<file path="config.mk">
export PLATFORM = sky130hd
export DESIGN_NAME = inst_byte_feeder_flat
export DESIGN_NICKNAME = d
export VERILOG_FILES = /design/src/rtl/inst_byte_feeder_pkg.sv /design/src/rtl/inst_byte_feeder_if.sv /design/src/rtl/inst_word_fifo.sv /design/src/rtl/inst_byte_feeder.sv /design/src/flat_wrapper.sv
export SDC_FILE = /design/constraint.sdc
export NUM_CORES = 1
export LEC_CHECK = 0
export BUFFER_PORTS_ARGS = -buffer_cell sky130_fd_sc_hd__buf_4
export CORE_MARGIN = 2
export CORE_UTILIZATION = 30
export CTS_BUF_LIST = sky130_fd_sc_hd__clkbuf_8
export CTS_CLUSTER_SIZE = 16
export DETAILED_ROUTE_END_ITERATION = 8
export REMOVE_ABC_BUFFERS = 1
export SLEW_MARGIN = 20
export SYNTH_ARGS = -nofsm -noshare
export SYNTH_HDL_FRONTEND = slang
export SYNTH_SLANG_ARGS = --single-unit
</file>
<file path="constraint.sdc">
create_clock -name clk -period 2.6 [get_ports clk]
set_input_delay 0.52 -clock clk [delete_from_list [all_inputs] [get_ports clk]]
set_output_delay 0.52 -clock clk [all_outputs]
set_load 0.005 [all_outputs]
</file>
<file path="src/rtl/inst_byte_feeder_pkg.sv">
// Shared types and defaults for the instruction-byte feeder.
package inst_byte_feeder_pkg;

  localparam int unsigned ADDR_W = 32;

  typedef logic [7:0]        inst_t;
  typedef logic [ADDR_W-1:0] addr_t;

  localparam int unsigned FEED_WORD_BYTES = 4;
  localparam int unsigned FEED_DEPTH      = 4;

  typedef logic [8*FEED_WORD_BYTES-1:0] feed_word_t;

  // Clear the byte-offset bits of a byte address (wb is a power of 2).
  function automatic addr_t align_word(input addr_t a, input int unsigned wb);
    return a & ~addr_t'(wb - 1);
  endfunction

endpackage

</file>
<file path="src/rtl/inst_byte_feeder_if.sv">
// Redirect, instruction-memory and byte-stream signals of the feeder.
interface inst_byte_feeder_if
  import inst_byte_feeder_pkg::*;
#(
  parameter int unsigned WORD_BYTES = FEED_WORD_BYTES
) ();

  logic                    redirect;
  addr_t                   redirect_pc;
  logic                    mem_req;
  addr_t                   mem_addr;
  logic                    mem_rvalid;
  logic [8*WORD_BYTES-1:0] mem_rdata;
  logic                    out_valid;
  inst_t                   out_inst;
  addr_t                   out_pc;
  logic                    out_ready;

  // Feeder side.
  modport master (
    input  redirect, redirect_pc, mem_rvalid, mem_rdata, out_ready,
    output mem_req, mem_addr, out_valid, out_inst, out_pc
  );

  // Environment side: memory plus fetch FSM.
  modport slave (
    output redirect, redirect_pc, mem_rvalid, mem_rdata, out_ready,
    input  mem_req, mem_addr, out_valid, out_inst, out_pc
  );

endinterface

</file>
<file path="src/rtl/inst_word_fifo.sv">
// Synchronous word FIFO with clear; push+pop on a full FIFO is legal, clear beats push.
module inst_word_fifo #(
  parameter int unsigned DEPTH = 4,
  parameter int unsigned WIDTH = 32
) (
  input  logic                       clk,
  input  logic                       rst,
  input  logic                       clear_i,
  input  logic                       push_i,
  input  logic [WIDTH-1:0]           wdata_i,
  input  logic                       pop_i,
  output logic [WIDTH-1:0]           head_o,
  output logic [$clog2(DEPTH+1)-1:0] count_o,
  output logic                       empty_o,
  output logic                       full_o
);

  localparam int unsigned PtrW = (DEPTH > 1) ? $clog2(DEPTH) : 1;
  localparam int unsigned CntW = $clog2(DEPTH + 1);

  logic [WIDTH-1:0] mem_q [DEPTH];
  logic [WIDTH-1:0] mem_d [DEPTH];
  logic [PtrW-1:0]  wr_ptr_q, wr_ptr_d;
  logic [PtrW-1:0]  rd_ptr_q, rd_ptr_d;
  logic [CntW-1:0]  count_q, count_d;
  logic             do_push, do_pop;

  function automatic logic [PtrW-1:0] next_ptr(input logic [PtrW-1:0] p);
    return (p == PtrW'(DEPTH - 1)) ? '0 : p + 1'b1;
  endfunction

  assign empty_o = (count_q == '0);
  assign full_o  = (count_q == CntW'(DEPTH));
  assign count_o = count_q;
  assign head_o  = mem_q[rd_ptr_q];

  // Pointer, count and storage next-state.
  always_comb begin
    do_pop   = pop_i && !empty_o;
    do_push  = push_i && (!full_o || do_pop);
    mem_d    = mem_q;
    wr_ptr_d = wr_ptr_q;
    rd_ptr_d = rd_ptr_q;
    count_d  = count_q;
    if (clear_i) begin
      wr_ptr_d = '0;
      rd_ptr_d = '0;
      count_d  = '0;
    end else begin
      if (do_push) begin
        mem_d[wr_ptr_q] = wdata_i;
        wr_ptr_d        = next_ptr(wr_ptr_q);
      end
      if (do_pop) begin
        rd_ptr_d = next_ptr(rd_ptr_q);
      end
      case ({do_push, do_pop})
        2'b10:   count_d = count_q + 1'b1;
        2'b01:   count_d = count_q - 1'b1;
        default: count_d = count_q;
      endcase
    end
  end

  // Control state, synchronous reset.
  always_ff @(posedge clk) begin
    if (rst) begin
      wr_ptr_q <= '0;
      rd_ptr_q <= '0;
      count_q  <= '0;
    end else begin
      wr_ptr_q <= wr_ptr_d;
      rd_ptr_q <= rd_ptr_d;
      count_q  <= count_d;
    end
  end

  // Storage needs no reset; only entries covered by count are ever read.
  always_ff @(posedge clk) begin
    mem_q <= mem_d;
  end

endmodule

</file>
<file path="src/rtl/inst_byte_feeder.sv">
// Fetches aligned words from instruction memory and streams them out one byte per cycle.
module inst_byte_feeder
  import inst_byte_feeder_pkg::*;
#(
  parameter int unsigned WORD_BYTES = FEED_WORD_BYTES,
  parameter int unsigned DEPTH      = FEED_DEPTH,
  parameter addr_t       RESET_PC   = '0
) (
  input  logic                clk,
  input  logic                rst,
  inst_byte_feeder_if.master  bus
);

  localparam int unsigned OfsW  = $clog2(WORD_BYTES);
  localparam int unsigned CntW  = $clog2(DEPTH + 1);
  localparam int unsigned WordW = 8 * WORD_BYTES;

  addr_t            fetch_addr_q, fetch_addr_d;
  addr_t            out_pc_q, out_pc_d;
  logic [OfsW-1:0]  byte_ofs_q, byte_ofs_d;
  logic [CntW-1:0]  inflight_q, inflight_d;
  logic [CntW-1:0]  drop_q, drop_d;

  logic [WordW-1:0] fifo_head, head_shifted;
  logic [CntW-1:0]  fifo_count;
  logic             fifo_empty, fifo_full;
  logic             fifo_push, fifo_pop;

  logic [CntW:0]    pending;
  logic             rsp_valid, handshake, last_byte;

  inst_word_fifo #(
    .DEPTH (DEPTH),
    .WIDTH (WordW)
  ) u_fifo (
    .clk     (clk),
    .rst     (rst),
    .clear_i (bus.redirect),
    .push_i  (fifo_push),
    .wdata_i (bus.mem_rdata),
    .pop_i   (fifo_pop),
    .head_o  (fifo_head),
    .count_o (fifo_count),
    .empty_o (fifo_empty),
    .full_o  (fifo_full)
  );

  // Credit, response routing and byte selection.
  always_comb begin
    // Buffered words plus outstanding requests may never exceed the FIFO depth.
    pending      = {1'b0, fifo_count} + {1'b0, inflight_q};
    bus.mem_req  = !rst && !bus.redirect && (pending < (CntW + 1)'(DEPTH));
    bus.mem_addr = fetch_addr_q;
    // A response with nothing outstanding predates a reset and is ignored.
    rsp_valid    = bus.mem_rvalid && (inflight_q != '0);
    fifo_push    = rsp_valid && !bus.redirect && (drop_q == '0);
    handshake    = bus.out_valid && bus.out_ready;
    last_byte    = (byte_ofs_q == OfsW'(WORD_BYTES - 1));
    fifo_pop     = handshake && last_byte && !bus.redirect;
    head_shifted = fifo_head >> {byte_ofs_q, 3'b000};
    bus.out_inst = head_shifted[7:0];
    bus.out_valid = !fifo_empty;
    bus.out_pc    = out_pc_q;
  end

  // Address, offset and response-accounting next-state.
  always_comb begin
    fetch_addr_d = fetch_addr_q;
    out_pc_d     = out_pc_q;
    byte_ofs_d   = byte_ofs_q;
    drop_d       = drop_q;
    inflight_d   = inflight_q + CntW'(bus.mem_req) - CntW'(rsp_valid);
    if (bus.redirect) begin
      // Everything still outstanding after this cycle belongs to the old stream.
      drop_d       = inflight_q - CntW'(rsp_valid);
      fetch_addr_d = align_word(bus.redirect_pc, WORD_BYTES);
      byte_ofs_d   = bus.redirect_pc[OfsW-1:0];
      out_pc_d     = bus.redirect_pc;
    end else begin
      if (rsp_valid && (drop_q != '0)) begin
        drop_d = drop_q - 1'b1;
      end
      if (bus.mem_req) begin
        fetch_addr_d = fetch_addr_q + addr_t'(WORD_BYTES);
      end
      if (handshake) begin
        out_pc_d   = out_pc_q + addr_t'(1);
        byte_ofs_d = byte_ofs_q + 1'b1;
      end
    end
  end

  // State registers, synchronous reset dominating redirect.
  always_ff @(posedge clk) begin
    if (rst) begin
      fetch_addr_q <= align_word(RESET_PC, WORD_BYTES);
      out_pc_q     <= RESET_PC;
      byte_ofs_q   <= RESET_PC[OfsW-1:0];
      inflight_q   <= '0;
      drop_q       <= '0;
    end else begin
      fetch_addr_q <= fetch_addr_d;
      out_pc_q     <= out_pc_d;
      byte_ofs_q   <= byte_ofs_d;
      inflight_q   <= inflight_d;
      drop_q       <= drop_d;
    end
  end

  // Design-error checks: credit must prevent overflow; drops are a subset of inflight.
  always_ff @(posedge clk) begin
    if (!rst) begin
      assert (!(fifo_push && fifo_full && !fifo_pop));
      assert (drop_q <= inflight_q);
    end
  end

endmodule

</file>
<file path="src/flat_wrapper.sv">
// flat-port wrapper written by rule: the top's interface ports become plain ports
module inst_byte_feeder_flat import inst_byte_feeder_pkg::*;
#(
  parameter int unsigned WORD_BYTES = FEED_WORD_BYTES,
  parameter int unsigned DEPTH      = FEED_DEPTH,
  parameter addr_t       RESET_PC   = '0
)
  (clk, rst, bus_redirect, bus_redirect_pc, bus_mem_rvalid, bus_mem_rdata, bus_out_ready, bus_mem_req, bus_mem_addr, bus_out_valid, bus_out_inst, bus_out_pc);
  inst_byte_feeder_if #(.WORD_BYTES(WORD_BYTES)) bus_i ();
  input  logic clk;
  input  logic rst;
  input wire logic [$bits(bus_i.redirect)-1:0] bus_redirect;
  input wire logic [$bits(bus_i.redirect_pc)-1:0] bus_redirect_pc;
  input wire logic [$bits(bus_i.mem_rvalid)-1:0] bus_mem_rvalid;
  input wire logic [$bits(bus_i.mem_rdata)-1:0] bus_mem_rdata;
  input wire logic [$bits(bus_i.out_ready)-1:0] bus_out_ready;
  output wire logic [$bits(bus_i.mem_req)-1:0] bus_mem_req;
  output wire logic [$bits(bus_i.mem_addr)-1:0] bus_mem_addr;
  output wire logic [$bits(bus_i.out_valid)-1:0] bus_out_valid;
  output wire logic [$bits(bus_i.out_inst)-1:0] bus_out_inst;
  output wire logic [$bits(bus_i.out_pc)-1:0] bus_out_pc;
  assign bus_i.redirect = bus_redirect;
  assign bus_i.redirect_pc = bus_redirect_pc;
  assign bus_i.mem_rvalid = bus_mem_rvalid;
  assign bus_i.mem_rdata = bus_mem_rdata;
  assign bus_i.out_ready = bus_out_ready;
  assign bus_mem_req = bus_i.mem_req;
  assign bus_mem_addr = bus_i.mem_addr;
  assign bus_out_valid = bus_i.out_valid;
  assign bus_out_inst = bus_i.out_inst;
  assign bus_out_pc = bus_i.out_pc;
  inst_byte_feeder #(.WORD_BYTES(WORD_BYTES), .DEPTH(DEPTH), .RESET_PC(RESET_PC)) u_core (.clk(clk), .rst(rst), .bus(bus_i));
endmodule
</file>
==> impl_metrics.yaml <==
pwr:
  p_leak_nw: 4.18
  internal-power_w: 0.00561
  p_sw_w: 0.00195
  pwr-share-comb_pct: 13.7
  clockPowerShare_pct: 36.4
  power_w: 0.00756
  max-vdd-ir-drop_v: 0.000283
  seqPwrFrac_pct: 50.0
  p_sw_share_pct: 25.9
  power_density_nw_per_um2: 654
critical_path:
  reg2reg_to: "u_core.inflight_q[2]"
  end_kind: "output pin"
  critPathLaunchType: "flip-flop"
  reg2reg_from: "u_core.inflight_q[2]"
  worstRegToRegCells: 12
  arrival_ns: 2.27
  worstSetupStartpoint: "u_core.u_fifo.rd_ptr_q[0]"
  worstSetupPathType: "flip-flop to output pin"
  worst_ep_required_time_ns: 2.08
  ff2ff_setup_slack_ns: 0.18
  crit_fanout: 12
timing:
  grt_setup_unrepaired: "true"
  finalCritPeriodShare_pct: 107
  fin_worst_skew_ns: 0.0331
  drv_slew: 0
  fmax_ghz: 0.359
  max_slew_margin_pct: 58.2
  setup_ws_ns: -0.188
  post-route-min-period_ns: 2.79
  setup_violations: 8
  hold_viol: 0
  worst_pin_slew_ns: 0.627
synthesis:
  ys.flop_type: "edfxtp_1"
  netlist_area_um2: 9160
  synth_compound_area_share_pct: 8.39
  syn_inst: 703
  yosys.area_share.simple_pct: 10.8
  synth_top_cell_area_share_pct: 42.0
  synthTopCellsByArea: "edfxtp_1 42%, dfxtp_1 17%, mux4_2 9.8%, xnor2_1 3.5%, a21boi_0 3.0%"
  synth_mux_area_share_pct: 10.1
  synth_commonest_cells: "128 x edfxtp_1, 77 x dfxtp_1, 43 x inv_1"
  ys_seq_area_share_pct: 58.8
  yosysWarnings: 0
  synth_fa_ha_area_share_pct: 2.76
  synth_edf_count: 128
  synth_cell_types: 49
  synth_area_per_cell_um2: 13.0
  synth-seq-cells: 205
  synth_top_family_by_area: "simple AND/OR/NAND/NOR gates"
  async_reset_ff_share_pct: 0
  synth_top_area_cell: "edfxtp_1"
  yosysMostFrequentCell: "edfxtp_1"
  synth_xor_area_share_pct: 5.45
worst_hold_path:
  min_path_cells: 1
  worstHoldPathType: "primary input to flip-flop"
  min-delay-start: "bus_mem_rdata[4]"
  hold_path_end: "u_core.u_fifo.mem_q[100]"
clock_network:
  cts_buffers: 36
  clk_pin_slew_worst_paths_ns: 0.06
  cts_buffer_depth: 3
  root_buffer: "clkbuf_8"
  cts.sinks: 205
  clk_latency_ns: 0.54
  tritoncts: "built"
  postCtsHoldBufs: 0
  h-tree-depth: 2
global_route:
  track_usage_pct: 14.7
  overflow: 0
  grt_first_pass_wirelength_um: 35900
  grt_pass1_vias: 6276
  antenna_found_initial: 1
  grt_max_degree: 64
placement:
  place_hpwl_um: 15700
  gp_congestion: 0.810
  place_area_um2: 10800
  portBuffers: 140
route:
  wl_per_cell_um: 18.0
  drc: 0
  vias: 6203
  drt-initial-drc-count: 391
  wirelength_um: 23100
  drtAntennaViolNets: 0
  drt_pass1_iterations: 5
  via_per_inst: 4.82
run_status:
  status: "complete, but fails checks"
  violations: "negative setup slack"
final_layout:
  utilization_pct: 38.7
  drive_above_1_share_pct: 30.0
  areaGrowthSynthToFinish_pct: 26.2
  post-route-cell-area_um2: 11600
  antenna_cells: 0
  num-nets-final: 960
floorplanning:
  io_pins: 143
  core_um2: 29900
  rows: 63
  initial_core_util_pct: 30.7
  die-area_um2: 31900
  die_width_um: 179
  dieHeight_um: 179
flow_run:
  cap_violations: 0
==> sequential cells by signal (all words and copies together) (netlist names), 3 cells and up <==
register / flops
u_core.drop_q: 3
u_core.bus.out_pc: 32
u_core.u_fifo.mem_q: 128
u_core.bus.mem_addr: 30
u_core.inflight_q: 3
u_core.u_fifo.count_o: 3
==> through the flow <==
| stage | TNS [ns] | std cells | setup slack [ns] | hold slack [ns] |
|---|---|---|---|---|
| after floorplan | -34.78 | 665 | -0.538 | 0.479 |
| after global placement | 0 | 1221 | 0.146 | 0.500 |
| after detailed placement | 0 | 1221 | 0.0754 | 0.506 |
| after CTS | -1.85 | 1286 | -0.250 | 0.127 |
| after global routing | -2.10 | 1286 | -0.285 | 0.136 |
| final | -1.36 | 1286 | -0.188 | 0.177 |
==> power groups by stage <==
| stage | Combinational [W] | Clock (W) | Sequential (W) |
|---|---|---|---|
| 3_5_place_dp | 0.00103 | 0 | 0.00384 |
| 4_1_cts | 0.00105 | 0.00287 | 0.00378 |
| 2_1_floorplan | 0.000524 | 0 | 0.00383 |
| 3_3_place_gp | 0.00103 | 0 | 0.00384 |
| 6_report | 0.00103 | 0.00275 | 0.00378 |
| 5_1_grt | 0.00116 | 0.00301 | 0.00380 |
==> kinds of logic after synthesis <==
kind of cell,count (synthesis)
flip-flops,205
AND/OR/NAND/NOR,182
AO/OA/AOI/OAI,114
buffers and inverters,83
XOR/XNOR,57
multiplexers,42
adder cells (fa/ha/maj),19
other,1
==> worst max path at each step <==
| stage | to | slack [ns] | depth (start not counted) |
|---|---|---|---|
| 2_1_floorplan | bus_out_inst[0] | -0.54 | 2 |
| 3_3_place_gp | u_core.inflight_q[2] | 0.15 | 12 |
| 3_5_place_dp | u_core.inflight_q[2] | 0.08 | 12 |
| 4_1_cts | bus_out_inst[3] | -0.25 | 4 |
| 5_1_grt | bus_out_inst[3] | -0.29 | 4 |
| 6_report | bus_out_inst[3] | -0.19 | 4 |
==> metal layers <==
metal	GRT usage, %	share of wire [%]	vias up
li1	-	-	2957
met1	20.3	44	3053
met2	23.6	49	146
met3	2.61	4.5	45
met4	4.54	2.4	2
met5	0	0.048	-
==> cell type report <==
| type | instances | area, µm² |
|---|---|---|
| inverters | 44 | 165 |
| clock buffers | 40 | 551 |
| flip-flops and latches | 205 | 5390 |
| multi-input cells | 416 | 3440 |
| clock inverters | 22 | 113 |
| fillers | 2837 | 18300 |
| repair buffers | 169 | 1400 |
| well taps | 390 | 488 |
==> cells in the final DEF (no fill, tap or decap), types with 4 or more instances in the layout <==
cell / count
a211oi_1: 8
a21boi_0: 36
a21oi_1: 38
and2_1: 9
and3_1: 13
and4_1: 5
buf_12: 7
buf_4: 154
buf_6: 7
clkbuf_8: 40
clkinv_1: 5
clkinv_2: 4
dfxtp_1: 75
edfxtp_1: 128
ha_1: 17
inv_1: 54
mux4_2: 40
nand2_1: 37
nand3_1: 24
nand4_1: 13
nor2_1: 30
nor3_1: 18
nor4_1: 11
o21a_1: 6
o21ai_0: 4
o21bai_1: 5
o31a_1: 6
or3_1: 5
xnor2_1: 37
xor2_1: 20
==> worst max-delay path, cell delays in order, from the launching register on <==
cell and delay [ns]:
dfxtp_4 0.42, buf_12 0.18, mux4_2 0.52, mux4_2 0.48, buf_6 0.14
==> repair_timing <==
action | 4_1_cts | 5_1_grt
hold endpoints to repair | 0 | 0
setup endpoints to repair | 8 | 10
gates cloned | 1 | 0
setup buffers | 2 | 0
resized for setup | 12 | 2
(Power assumes the default switching activity.)
